--- config.mk ---
export PLATFORM = sky130hd
export DESIGN_NAME = alu_serial_responder
export DESIGN_NICKNAME = d
export VERILOG_FILES = /design/src/rtl/alu_serial_responder.sv
export SDC_FILE = /design/constraint.sdc
export NUM_CORES = 1
export LEC_CHECK = 0
export BUFFER_PORTS_ARGS = -buffer_cell sky130_fd_sc_hd__buf_2
export CAP_MARGIN = 20
export CORE_MARGIN = 5
export CORE_UTILIZATION = 47
export CTS_CLUSTER_DIAMETER = 80
export DETAILED_ROUTE_END_ITERATION = 10
export HOLD_SLACK_MARGIN = 0.15
export PLACE_DENSITY_LB_ADDON = 0.15
export SLEW_MARGIN = 0
export SYNTH_ARGS = -nofsm -noshare
export SYNTH_HDL_FRONTEND = slang
export SYNTH_SLANG_ARGS = --single-unit
--- constraint.sdc ---
create_clock -name clk -period 1.2 [get_ports clk]
set_input_delay 0.18 -clock clk [delete_from_list [all_inputs] [get_ports clk]]
set_output_delay 0.18 -clock clk [all_outputs]
set_load 0.01 [all_outputs]
--- src/rtl/alu_serial_responder.sv ---
// Bit-serial add/subtract engine behind a valid/ready request/response handshake.
// One full-adder slice processes one bit per clock, LSB first.
module alu_serial_responder #(
  parameter int unsigned WIDTH = 4
) (
  input  logic             clk,
  input  logic             reset,
  input  logic             req_valid,
  output logic             req_ready,
  input  logic [WIDTH-1:0] a,
  input  logic [WIDTH-1:0] b,
  input  logic             sel,
  input  logic             c_in,
  output logic             rsp_valid,
  input  logic             rsp_ready,
  output logic [WIDTH-1:0] result,
  output logic             c_out
);

  localparam int unsigned CntW = $clog2(WIDTH + 1);

  typedef enum logic [1:0] {StIdle, StShift, StDone} state_e;

  state_e           state_q, state_d;
  logic [WIDTH-1:0] a_q, a_d;
  logic [WIDTH-1:0] b_q, b_d;
  logic [WIDTH-1:0] sum_q, sum_d;
  logic [WIDTH-1:0] result_q, result_d;
  logic             carry_q, carry_d;
  logic             c_out_q, c_out_d;
  logic [CntW-1:0]  cnt_q, cnt_d;
  logic             sum_bit;
  logic             carry_nxt;

  always_comb begin
    state_d   = state_q;
    a_d       = a_q;
    b_d       = b_q;
    sum_d     = sum_q;
    result_d  = result_q;
    carry_d   = carry_q;
    c_out_d   = c_out_q;
    cnt_d     = cnt_q;
    sum_bit   = a_q[0] ^ b_q[0] ^ carry_q;
    carry_nxt = (a_q[0] & b_q[0]) | (carry_q & (a_q[0] ^ b_q[0]));

    unique case (state_q)
      StIdle: begin
        if (req_valid) begin
          // Subtraction is a + ~b + !borrow_in
          a_d     = a;
          b_d     = sel ? ~b : b;
          carry_d = sel ? ~c_in : c_in;
          cnt_d   = '0;
          state_d = StShift;
        end
      end
      StShift: begin
        a_d     = a_q >> 1;
        b_d     = b_q >> 1;
        carry_d = carry_nxt;
        sum_d   = {sum_bit, sum_q[WIDTH-1:1]};
        cnt_d   = cnt_q + CntW'(1);
        // Publish only on completion so result holds steady outside DONE
        if (cnt_q == CntW'(WIDTH - 1)) begin
          result_d = {sum_bit, sum_q[WIDTH-1:1]};
          c_out_d  = carry_nxt;
          state_d  = StDone;
        end
      end
      StDone: begin
        if (rsp_ready) begin
          state_d = StIdle;
        end
      end
      default: state_d = StIdle;
    endcase
  end

  always_ff @(posedge clk) begin
    if (reset) begin
      state_q  <= StIdle;
      a_q      <= '0;
      b_q      <= '0;
      sum_q    <= '0;
      result_q <= '0;
      carry_q  <= 1'b0;
      c_out_q  <= 1'b0;
      cnt_q    <= '0;
    end else begin
      state_q  <= state_d;
      a_q      <= a_d;
      b_q      <= b_d;
      sum_q    <= sum_d;
      result_q <= result_d;
      carry_q  <= carry_d;
      c_out_q  <= c_out_d;
      cnt_q    <= cnt_d;
    end
  end

  assign req_ready = (state_q == StIdle);
  assign rsp_valid = (state_q == StDone);
  assign result    = result_q;
  assign c_out     = c_out_q;

endmodule

==> metrics.md <==
| Metric | Value |
|---|---|
| Netlist Area Pre-Place | about 990 um2 |
| DR vias/cell | just over 5 |
| Final Setup Violations | 11 |
| Arrival time at the worst endpoint | approximately 1.1 ns |
| R2r worst-path depth | 4 |
| Post-Synth XOR/XNOR Area | 4.44% |
| Max Fclk | 774 MHz |
| Worst path required time | 1.02 ns |
| Worst Max-Slew Pin Slew | approximately 0.3 ns |
| Pre-CTS setup slack | -0.0699 ns |
| Core Util, Final | around two thirds |
| Maximum VDD drop | between 0.8 and 0.9 mV |
| # IOs | 21 |
| Post-DP Area | 1140 um2 |
| Leak Pwr | 0.524 nW |
| Power Dens Cells | between 1000 and 1500 nW/um2 |
| Status | finished with violations |
| Cell Rows | 16 |
| Clock Latency Late Sink | between 0.3 and 0.4 ns |
| Max-cap violations | 0 |
| GRT Residual Overflow | 0 |
| Crit path from | state_q[0] |
| Internal | approximately 1.2 mW |
| Die Width | 55.8 um |
| Hold crit path type | primary input to flip-flop |
| Adder-cell area share of the yosys netlist | 4.57% |
| Clk_skew | around 0.014 ns |
| Sequential element share of the synthesized area | approximately 45% |
| Gpl congestion | about 0.75 |
| Diode count | 0 |
| Pre-Repair DR Iteration Count | 4 |
| Combinational family with the most area after synthesis | simple AND/OR/NAND/NOR gates |
| Max_slew headroom | between 80% and 90% |
| Reg-to-reg startpoint | state_q[1] |
| Final hold violations | 0 |
| Clock sink total | 22 |
| CTS Root Cell | clkbuf_4 |
| Layout Area Growth over Synthesis | 31.0% |
| Clock Tree Buf Depth | 2 |
| Startpoint Class | flip-flop |
| Clk pwr share | a little over a third |
| First-pass GRT wire length | 3530 um |
| CP endpoint kind | output pin |
| Proportion of synthesized area in mux cells | slightly above 4% |
| CTS Buf Count | 3 |
| First DRT Iteration DRCs | 6 |
| Port bufs | 20 |
| Post-route DRC | 0 |
| Fin area | 1290 um2 |
| Post-synthesis net count | about 120 |
| Sw power | between 300 and 400 uW |
| Die area | approximately 3100 um2 |
| Mean area per synthesized cell | between 9 and 10 um2 |
| Largest net degree at the start of global routing | 16 |
| Failing checks | setup timing |
| Net Sw Frac | approximately 23% |
| H-tree levels | 1 |
| CTS tree | yes |
| Critical Path Fanout Max | 5 |
| Layout cells sized above 1 | between 30% and 40% |
| Nets | roughly 150 |
| Core Footprint | approximately 2000 um2 |
| Max Slew Vio Count | 0 |
| Vias post-DR | 826 |
| Post-Syn Instances | about 110 |
| CTS clk-pin slew, worst paths | ~0.13 ns |
| Setup Crit Path Kind | flip-flop to output pin |
| Total track usage | roughly 14% |
| Synth unique cells | 27 |
| Seq pwr share | 49.9% |
| Fin crit period | about 1.3 ns |
| Logic pwr share | roughly 14% |
| Initial Util | 49.7% |
| Placed Instances | between 150 and 200 |
| RSZ-0062 raised after global routing | yes |
| Final setup margin | -0.0920 ns |
| Final std cells w/o fill | about 160 |
| Routed Antenna Nets | 0 |
| Compound-Gate Fraction of Synth Area | 16.4% |
| Yosys reg bits | 22 |
| Chip Height | 55.8 um |
| Initial antenna violation count | 0 |
| Final period utilization | 108% |
| Drt total wl | approximately 2100 um |
| Hold_sp | rsp_ready |
| Post-Synth Simple-Gate Area | 21.2% |
| WHS | between 0.15 and 0.2 ns |
| Average wire per standard cell | 13.0 um |
| Post-route setup TNS | -0.395 ns |
| Number of global-route vias before repair | 845 |
| Hold depth | 3 |
| Yosys warnings | 0 |
| Final total power | between 1.5 and 2 mW |
| Detailed placement HPWL | ~1500 um |
==> worst max-delay path: stages, from the launching register on <==
cell	delay [ns]
dfxtp_2	0.36
buf_6	0.12
and2b_1	0.19
buf_2	0.13
==> registers in the layout, indices dropped and copies added, names as in the netlist <==
| signal | cells |
|---|---|
| a_q | 4 |
| b_q | 4 |
| result | 4 |
| cnt_q | 3 |
| sum_q | 3 |
| state_q | 2 |
| c_out | 1 |
| carry_q | 1 |
==> cell usage after synthesis (all sizes together) <==
master	count	area share [%]
xnor2	4	3.6
nand3	5	2.5
inv	2	0.76
ha	2	2.5
nor3b	1	1.3
nor2	11	4.2
a22oi	7	5.3
a211oi	1	1.3
dfxtp	22	45
fa	1	2.0
buf	4	3.2
o21bai	1	1.1
mux2i	4	4.1
nand3b	1	0.76
o21ba	1	1.0
or3b	3	2.7
a21oi	10	5.1
o22ai	4	2.5
clkbuf	2	0.76
and2b	2	1.7
nor3	4	2.0
xor2	1	0.89
nand2	6	2.3
nand2b	6	3.8
==> per-layer routing <==
metal | share of wire, % | global-route usage [%] | vias up | routed length (um)
li1 | - | - | 422 | -
met1 | 45 | 16.9 | 379 | 942
met2 | 49 | 23.6 | 21 | 1040
met3 | 4.9 | 2.55 | 4 | 104
met4 | 1.1 | 6.25 | 0 | 23
met5 | 0 | 0 | - | 0
==> area by class of cell <==
type                       instances  area [um2]
clock inverter                     1        30.0
tap                               27        33.8
sequential                        22         447
multi-input combinational         75         552
inverter                           2        7.51
clock buffer                       3        22.5
timing repair buffer              32         199
fill                             159         691
==> kinds of logic after synthesis <==
family,after synthesis
flip-flops,22
multiplexers,4
adder cells (fa/ha/maj),3
AND/OR/NAND/NOR,39
buffers and inverters,8
XOR/XNOR,5
AO/OA/AOI/OAI,24
==> power by group through the flow <==
stage | clock [mW] | combinational, mW | sequential [mW]
6_report | 0.572 | 0.224 | 0.793
5_1_grt | 0.601 | 0.248 | 0.799
4_1_cts | 0.571 | 0.209 | 0.791
3_5_place_dp | 0 | 0.200 | 0.805
3_3_place_gp | 0 | 0.193 | 0.804
2_1_floorplan | 0 | 0.140 | 0.801
==> final timing paths <==
kind                                   end  slack, ns
worst max register to register    cnt_q[0]      -0.04
worst min register to register   result[2]       0.46
worst max-delay path             rsp_valid      -0.09
worst min-delay path            state_q[1]       0.16
==> placed cells by master (no fill, tap or decap), types with 5 or more instances in the layout <==
master    netlist  routed
dfxtp_1        22      17
dfxtp_2         0       5
nand2_1         6       6
a22oi_1         7       7
nor2_1         11      11
buf_2           1      20
buf_4           0       9
nand3_1         5       5
nand2b_1        6       6
a21oi_1        10       7
==> timing repair <==
action | CTS | global route
resized for setup | 9 | 7
hold buffers | 2 | 0
pin swaps | 2 | 6
endpoints found under the setup margin | 11 | 23
buffers inserted | 2 | 0
hold endpoints to repair | 2 | 0
Power figures use the tool's default switching activity.
